## config.mk

```make
export PLATFORM = sky130hd
export DESIGN_NAME = wb_regfile_flat
export DESIGN_NICKNAME = d
export VERILOG_FILES = /design/src/rtl/wb_regfile_if.sv /design/src/rtl/wb_regfile.sv /design/src/flat_wrapper.sv
export SDC_FILE = /design/constraint.sdc
export NUM_CORES = 2
export LEC_CHECK = 0
export ABC_CLOCK_PERIOD_IN_PS = 99000
export BUFFER_PORTS_ARGS = -buffer_cell sky130_fd_sc_hd__clkbuf_2
export CORE_MARGIN = 2
export CORE_UTILIZATION = 55
export DETAILED_ROUTE_END_ITERATION = 7
export PLACE_DENSITY = 0.76
export SYNTH_ARGS = -nofsm -noshare
export SYNTH_HDL_FRONTEND = slang
export SYNTH_SLANG_ARGS = --single-unit
```

## constraint.sdc

```tcl
create_clock -name clk -period 99 [get_ports clk]
set_input_delay 19.8 -clock clk [delete_from_list [all_inputs] [get_ports clk]]
set_output_delay 19.8 -clock clk [all_outputs]
set_load 0.02 [all_outputs]
```

## src/rtl/wb_regfile_if.sv

```systemverilog
`default_nettype none
// ============================================================================
// Module   : wb_regfile_if
// Purpose  : Bundles the MEM/WB write-back inputs, the decode read ports and
//            the write-back status outputs of wb_regfile.
// Modports : master - the pipeline side (drives Wr_*, Ra, Rb)
//            slave  - the register file (drives busA, busB, wb_data,
//                     wb_valid, wr_count)
// Revision : 1.0 - initial release
// ============================================================================
interface wb_regfile_if;
    // Write-back bundle launched by the MEM/WB register on the falling edge
    logic [31:0] Wr_npc;
    logic [31:0] Wr_dataout;
    logic [31:0] Wr_ALUout;
    logic [4:0]  Wr_Rw;
    logic [1:0]  Wr_MemtoReg;
    logic        Wr_RegWr;
    // Decode-stage read indices
    logic [4:0]  Ra;
    logic [4:0]  Rb;
    // Read data and write-back status
    logic [31:0] busA;
    logic [31:0] busB;
    logic [31:0] wb_data;
    logic        wb_valid;
    logic [31:0] wr_count;

    modport master (
        output Wr_npc, Wr_dataout, Wr_ALUout, Wr_Rw, Wr_MemtoReg, Wr_RegWr,
        output Ra, Rb,
        input  busA, busB, wb_data, wb_valid, wr_count
    );

    modport slave (
        input  Wr_npc, Wr_dataout, Wr_ALUout, Wr_Rw, Wr_MemtoReg, Wr_RegWr,
        input  Ra, Rb,
        output busA, busB, wb_data, wb_valid, wr_count
    );
endinterface
`default_nettype wire

```

## src/rtl/wb_regfile.sv

```systemverilog
`default_nettype none
// ============================================================================
// Module   : wb_regfile
// Purpose  : Write-back stage plus 32x32 general register file. Selects the
//            write-back value from the MEM/WB bundle, commits it on the rising
//            clock edge, serves two zero-latency read ports with same-cycle
//            write-through bypass, and counts committed writes.
// Ports    : clk  - clock, state updates on the rising edge
//            rst  - asynchronous active-high reset
//            bus  - wb_regfile_if.slave:
//                   in : Wr_npc, Wr_dataout, Wr_ALUout, Wr_Rw, Wr_MemtoReg,
//                        Wr_RegWr, Ra, Rb
//                   out: busA, busB, wb_data, wb_valid, wr_count
// Params   : SP_INIT - reset value of register 29 ($sp)
//            GP_INIT - reset value of register 28 ($gp)
// Revision : 1.0 - initial release
// ============================================================================
module wb_regfile #(
    parameter logic [31:0] SP_INIT = 32'h0000_3FFC,
    parameter logic [31:0] GP_INIT = 32'h0000_1800
) (
    input  wire logic   clk,
    input  wire logic   rst,
    wb_regfile_if.slave bus
);

    localparam logic [1:0] c_SEL_ALU = 2'b00;
    localparam logic [1:0] c_SEL_MEM = 2'b01;
    localparam logic [1:0] c_SEL_NPC = 2'b10;
    localparam logic [4:0] c_REG_ZERO = 5'd0;
    localparam int         c_REG_GP   = 28;
    localparam int         c_REG_SP   = 29;

    logic [31:0] r_regs [0:31];
    logic [31:0] r_wr_count;

    logic [31:0] w_wb_data;
    logic        w_wb_valid;
    logic [31:0] w_bus_a;
    logic [31:0] w_bus_b;

    // Write-back source select; the reserved code falls back to the ALU result.
    always_comb begin
        w_wb_data = bus.Wr_ALUout;
        case (bus.Wr_MemtoReg)
            c_SEL_ALU: w_wb_data = bus.Wr_ALUout;
            c_SEL_MEM: w_wb_data = bus.Wr_dataout;
            c_SEL_NPC: w_wb_data = bus.Wr_npc;
            default:   w_wb_data = bus.Wr_ALUout;
        endcase
    end

    // Writes to $zero never commit; reset masks the enable so nothing is
    // reported or bypassed while the file is being reinitialised.
    assign w_wb_valid = bus.Wr_RegWr && (bus.Wr_Rw != c_REG_ZERO) && !rst;

    // Read port A: $zero, then the in-flight write, then storage.
    always_comb begin
        w_bus_a = r_regs[bus.Ra];
        if (bus.Ra == c_REG_ZERO) begin
            w_bus_a = 32'h0;
        end else if (w_wb_valid && (bus.Wr_Rw == bus.Ra)) begin
            w_bus_a = w_wb_data;
        end
    end

    // Read port B, independent of port A.
    always_comb begin
        w_bus_b = r_regs[bus.Rb];
        if (bus.Rb == c_REG_ZERO) begin
            w_bus_b = 32'h0;
        end else if (w_wb_valid && (bus.Wr_Rw == bus.Rb)) begin
            w_bus_b = w_wb_data;
        end
    end

    // Register storage. Entry 0 is held at zero and is never read out, since
    // both read ports decode index 0 to a constant.
    always_ff @(posedge clk or posedge rst) begin
        if (rst) begin
            for (int i = 0; i < 32; i++) begin
                if (i == c_REG_GP) begin
                    r_regs[i] <= GP_INIT;
                end else if (i == c_REG_SP) begin
                    r_regs[i] <= SP_INIT;
                end else begin
                    r_regs[i] <= 32'h0;
                end
            end
        end else if (w_wb_valid) begin
            r_regs[bus.Wr_Rw] <= w_wb_data;
        end
    end

    // Committed-write counter; wraps silently.
    always_ff @(posedge clk or posedge rst) begin
        if (rst) begin
            r_wr_count <= 32'h0;
        end else if (w_wb_valid) begin
            r_wr_count <= r_wr_count + 32'd1;
        end
    end

    assign bus.busA     = w_bus_a;
    assign bus.busB     = w_bus_b;
    assign bus.wb_data  = w_wb_data;
    assign bus.wb_valid = w_wb_valid;
    assign bus.wr_count = r_wr_count;

endmodule
`default_nettype wire

```

## src/flat_wrapper.sv

```systemverilog
// flat-port wrapper written by rule: the top's interface ports become plain ports
module wb_regfile_flat 
#(
    parameter logic [31:0] SP_INIT = 32'h0000_3FFC,
    parameter logic [31:0] GP_INIT = 32'h0000_1800
)
  (clk, rst, bus_Wr_npc, bus_Wr_dataout, bus_Wr_ALUout, bus_Wr_Rw, bus_Wr_MemtoReg, bus_Wr_RegWr, bus_Ra, bus_Rb, bus_busA, bus_busB, bus_wb_data, bus_wb_valid, bus_wr_count);
  wb_regfile_if bus_i ();
  input  wire logic clk;
  input  wire logic rst;
  input wire logic [$bits(bus_i.Wr_npc)-1:0] bus_Wr_npc;
  input wire logic [$bits(bus_i.Wr_dataout)-1:0] bus_Wr_dataout;
  input wire logic [$bits(bus_i.Wr_ALUout)-1:0] bus_Wr_ALUout;
  input wire logic [$bits(bus_i.Wr_Rw)-1:0] bus_Wr_Rw;
  input wire logic [$bits(bus_i.Wr_MemtoReg)-1:0] bus_Wr_MemtoReg;
  input wire logic [$bits(bus_i.Wr_RegWr)-1:0] bus_Wr_RegWr;
  input wire logic [$bits(bus_i.Ra)-1:0] bus_Ra;
  input wire logic [$bits(bus_i.Rb)-1:0] bus_Rb;
  output wire logic [$bits(bus_i.busA)-1:0] bus_busA;
  output wire logic [$bits(bus_i.busB)-1:0] bus_busB;
  output wire logic [$bits(bus_i.wb_data)-1:0] bus_wb_data;
  output wire logic [$bits(bus_i.wb_valid)-1:0] bus_wb_valid;
  output wire logic [$bits(bus_i.wr_count)-1:0] bus_wr_count;
  assign bus_i.Wr_npc = bus_Wr_npc;
  assign bus_i.Wr_dataout = bus_Wr_dataout;
  assign bus_i.Wr_ALUout = bus_Wr_ALUout;
  assign bus_i.Wr_Rw = bus_Wr_Rw;
  assign bus_i.Wr_MemtoReg = bus_Wr_MemtoReg;
  assign bus_i.Wr_RegWr = bus_Wr_RegWr;
  assign bus_i.Ra = bus_Ra;
  assign bus_i.Rb = bus_Rb;
  assign bus_busA = bus_i.busA;
  assign bus_busB = bus_i.busB;
  assign bus_wb_data = bus_i.wb_data;
  assign bus_wb_valid = bus_i.wb_valid;
  assign bus_wr_count = bus_i.wr_count;
  wb_regfile #(.SP_INIT(SP_INIT), .GP_INIT(GP_INIT)) u_core (.clk(clk), .rst(rst), .bus(bus_i));
endmodule
```

Word level (Yosys, flattened, before mapping)
Index checks and enable logic that the tools add are counted.

cells by class
  magnitude comparators = 4
  equality and inequality tests = 4
  $add $sub $neg = 1
  mux-type cells = 14
  reduce and logical (&&, ||, !) cells = 9
  bitwise logic cells = 3

operator list
  cell                                                        number
  bitwise mux 1024 bit                                        1
  binary-select mux 32 bit (select 5 bit)                     2
  two-way mux 32 bit                                          9
  demux 32 bit (select 5 bit)                                 1
  one-hot mux 32 bit (2 select lines)                         1
  adder 32 x 1 -> 32 bit, second input constant               1
  greater-or-equal comparator 6 bit, second input constant    3
  inverter 5 -> 6 bit                                         3
  equality test 5 bit                                         2
  logical NOT 5 bit                                           2
  less-than comparator 6 x 1 -> 1 bit, second input constant  1
  logical AND 1 bit                                           5
  nonzero test 5 bit                                          1
  equality test 2 x 1 -> 1 bit, second input constant         1
  equality test 2 bit, second input constant                  1
  logical NOT 1 bit                                           1

word-level totals
  flip-flop bits (word level) = 1056
  input bits = 116
  output and inout bits = 129
  word-level logic and storage cells = 68

Depth between registers and ports, before layout
  depth after elaboration = 6
  mapped depth = 9
  mapped depth without buffers = 7

Least setup slack after synthesis
OpenSTA, ideal clock, no wires.

  path type = in2out
  start = input port bus_Rb[0]
  end = output port bus_busB[10]
  setup slack = 57.685 ns
  cell stages on the path = 9
  arrival = 21.515 ns
  buffers on the path = 5
  required time = 79.200 ns
  cell sequence = buf_4 > buf_8 > buf_12 > buf_12 > buf_12 > mux2i_1 > a22oi_1 > o2111ai_1 > a221oi_1

between the ends
  cells in the longest elaborated chain, start to end = 6
  elaborated cells on any way between the ends = 9
  those cells by class = 1 x eq/ne; 5 x mux; 1 x bitwise; 2 x reduce/logical

ends and longest elaborated chain
  what                                                    line                source
  from (decl)                                             flat_wrapper.sv:18  input wire logic [$bits(bus_i.Rb)-1:0] bus_Rb;
  inverter 5 -> 6 bit (implied by the code)               wb_regfile.sv:69    w_bus_b = r_regs[bus.Rb];
  binary-select mux 32 bit (select 5 bit)                 wb_regfile.sv:69
  two-way mux 32 bit (implied by the code) (2 in series)  wb_regfile.sv:69
  two-way mux 32 bit                                      wb_regfile.sv:72    end else if (w_wb_valid && (bus.Wr_Rw == bus.Rb)) begin
  two-way mux 32 bit (*)                                  wb_regfile.sv:70    if (bus.Rb == c_REG_ZERO) begin
  to (decl)                                               flat_wrapper.sv:20  output wire logic [$bits(bus_i.busB)-1:0] bus_busB;

Mark *: on every way between the ends. The rest lies on a longest branch, timed or not. The select of a mux whose other input is x is not followed.

Worst setup path in the final report
  start = input port bus_Rb[4]
  end = output port bus_busB[10]

The elaborated chain is that of the path after synthesis.

==> results.json <==
{
  "whs_ps": 403,
  "clkPwrFrac_pct": 37.3,
  "setup_violations": 0,
  "finalWorstSetupSlack_ps": 54710,
  "cp_data_required_time_ps": 79200,
  "place_ws_ps": 55080,
  "hold_path.class": "flip-flop to flip-flop",
  "status": "completed",
  "multi_input_area_mm2": 0.0269,
  "grt_pass1_vias": 45300,
  "comb_power_share_pct": 17.2,
  "regArea_mm2": 0.0264,
  "fmax_ghz": 0.0226,
  "utilization_pct": 60.3,
  "worstSkewPairLatency_ps": 700,
  "drt-pass1-iter-count": 8,
  "hold_buffers": 0,
  "p_int_uw": 806,
  "numCtsBuffers": 106,
  "slowest_delay_ps": 990,
  "grt_antenna_before_repair": 8,
  "nFillCells": 8226,
  "met1_length_um": 68100,
  "fin_nets": 5358,
  "clock_sinks": 1056,
  "power_density_mw_per_mm2": 18.6,
  "start_util_pct": 55.3,
  "start_kind": "primary input",
  "hpwl_um": 110000,
  "maxCapViolCount": 0,
  "area_growth_pct": 9.04,
  "seq_power_share_pct": 45.5,
  "wirelength_um": 192000,
  "cp_max_fo": 20,
  "fin_skew_ps": 20.4,
  "critPathBufInv": 5,
  "die_h_um": 323,
  "fin_crit_ps": 44290,
  "r2r_setup_slack_ps": 96950,
  "htreeDepth": 3,
  "ys_seq_elements": 1056,
  "num_rows": 117,
  "top_layer_used": "met5",
  "synth_cell_type_count": 60,
  "worst_pin_slew_ps": 1380,
  "grt_pass1_wl_um": 284000,
  "synth_top_area_share_pct": 46.5,
  "sw_frac_of_total_pct": 29.3,
  "yosys_most_used_dff": "dfrtp_1",
  "coreArea_mm2": 0.101,
  "ir_drop_v": 0.0000146,
  "cts.repair.resized": 0,
  "synth_top_cells_by_area": "dfrtp_1 47%, mux4_2 13%, o21ai_0 9.4%, mux2i_1 8.0%, nand2_1 7.0%",
  "vias_per_cell": 6.83,
  "syn-cell-area_mm2": 0.0561,
  "avgRoutedWirePerCell_um": 28.6,
  "grt_max_degree": 198,
  "grtUsageTotal_pct": 36.7,
  "crit_cells": 10,
  "path_cells": "buf_4, buf_4, buf_4, or2_2, nor2_4, buf_4, a221oi_1, a31oi_1, a221oi_1, clkbuf_2",
  "cts_setup_buffers": 0,
  "slew-limit-headroom_pct": 7.61,
  "hold_viol": 0,
  "die_w_um": 323,
  "slowest_stage": "a221oi_1",
  "io_buffers": 244,
  "clk_pin_slew_ps": 60,
  "dr_wl_met2_um": 85200,
  "yosysTopAreaCell": "dfrtp_1",
  "cts_tree": "done",
  "finalSetupTns_ps": 0,
  "min_period_over_period_pct": 44.7,
  "worstSetupPathType": "primary input to output pin",
  "drt_iter0_drc": 5929,
  "drc": 0,
  "overflow": 0,
  "p_leak_nw": 27.1,
  "vias": 45800,
  "crit_arrival_ps": 24490,
  "power.switching_uw": 334,
  "synth_edf_count": 0,
  "synth_fp_nets": 5452,
  "ys_seq_area_share_pct": 47.2,
  "hold_path_depth": 0,
  "die-area_mm2": 0.105,
  "boundaryPins": 245,
  "rr_worst_depth": 5,
  "rsz0062_at_grt": "false",
  "clockBufferDepth": 3,
  "synth_area_per_cell_um2": 10.5,
  "synthArstFlopShare_pct": 100,
  "cts-root-buf": "clkbuf_16",
  "yosysWarnings": 0,
  "antenna_left": 0,
  "cp_top_family": "buffers and inverters",
  "globalplace.congestion": 0.890,
  "drive_gt1_share_pct": 19.0,
  "power_mw": 1.14,
  "wl_met3_um": 23600,
  "drv_slew": 0,
  "worstSetupEndpointType": "output pin",
  "cp_common_cell": "buf_4",
  "syn_inst": 5333
}
per-layer routing:
metal	vias up	track usage, %
met1	22600	46.1
met3	937	10.3
met2	3122	55.5
met4	8	24.7
met5	-	0
li1	19100	-
worst paths after layout:
path                                   startpoint                      end
hold reg to reg                u_core.r_regs[997]       u_core.r_regs[997]
min in group asynchronous                     rst       u_core.r_regs[223]
hold / removal                 u_core.r_regs[997]       u_core.r_regs[997]
setup reg to reg           u_core.bus.wr_count[4]  u_core.bus.wr_count[14]
setup / recovery                        bus_Rb[4]             bus_busB[10]
max in group asynchronous                     rst        u_core.r_regs[56]
cell families (layout without fill, tap and decap cells):
kind of cell	after synthesis	count (layout)	share of synthesized area (%)
simple gates	1221	1221	8.85
fa+ha+maj	3	3	0.0670
mux	778	778	20.9
compound gates	1625	1625	17.0
xor+xnor	41	41	0.641
buf+inv	609	605	5.34
flops	1056	1056	47.2
other cells	0	7	0
cell usage after synthesis, drive strengths merged (14+ instances only):
cell type	n
inv	37
o211ai	87
o21ai	1055
xor2	19
mux2	17
clkbuf	360
xnor2	22
o21a	56
a221oi	99
mux4	312
mux2i	449
nand2	1068
buf	212
dfstp	14
a21oi	119
nor2	48
dfrtp	1042
o22ai	34
and3	14
a22oi	150
nand3	17
power by group through the flow:
stage / Combinational (mW) / Sequential [mW] / Clock [mW]
after floorplan: 0.137 / 0.515 / 0
after global placement: 0.186 / 0.520 / 0
after detailed placement: 0.192 / 0.524 / 0
after CTS: 0.193 / 0.517 / 0.426
after global routing: 0.211 / 0.524 / 0.443
final: 0.195 / 0.519 / 0.426
cells in the final DEF, fill, tap and decap left out, types with 87 or more instances in the layout:
| master | n |
|---|---|
| o21ai_0 | 1054 |
| nand2_1 | 1045 |
| dfrtp_1 | 1042 |
| mux2i_1 | 449 |
| mux4_2 | 312 |
| clkbuf_2 | 234 |
| a22oi_1 | 149 |
| buf_4 | 129 |
| clkbuf_16 | 107 |
| o211ai_1 | 87 |
final cells by class:
| class | instances | area share, % |
|---|---|---|
| Antenna cell | 7 | 0.0287 |
| Clock buffer | 151 | 4.98 |
| Clock inverter | 47 | 0.999 |
| Inverter | 37 | 0.239 |
| Multi-Input combinational cell | 3668 | 44.0 |
| Sequential cell | 1056 | 43.3 |
| Tap cell | 1368 | 2.80 |
| Timing Repair Buffer | 370 | 3.70 |
sequential cells by signal (all words and copies together), names as in the netlist:
name	count
u_core.r_regs	1024
u_core.bus.wr_count	32
stage by stage:
stage | std cells | area [µm²]
after floorplan | 5333 | 56100
after global placement | 6499 | 57500
after detailed placement | 6499 | 57500
after CTS | 6697 | 61100
after global routing | 6698 | 61100
final | 6704 | 61100
Power figures use the tool's default switching activity.
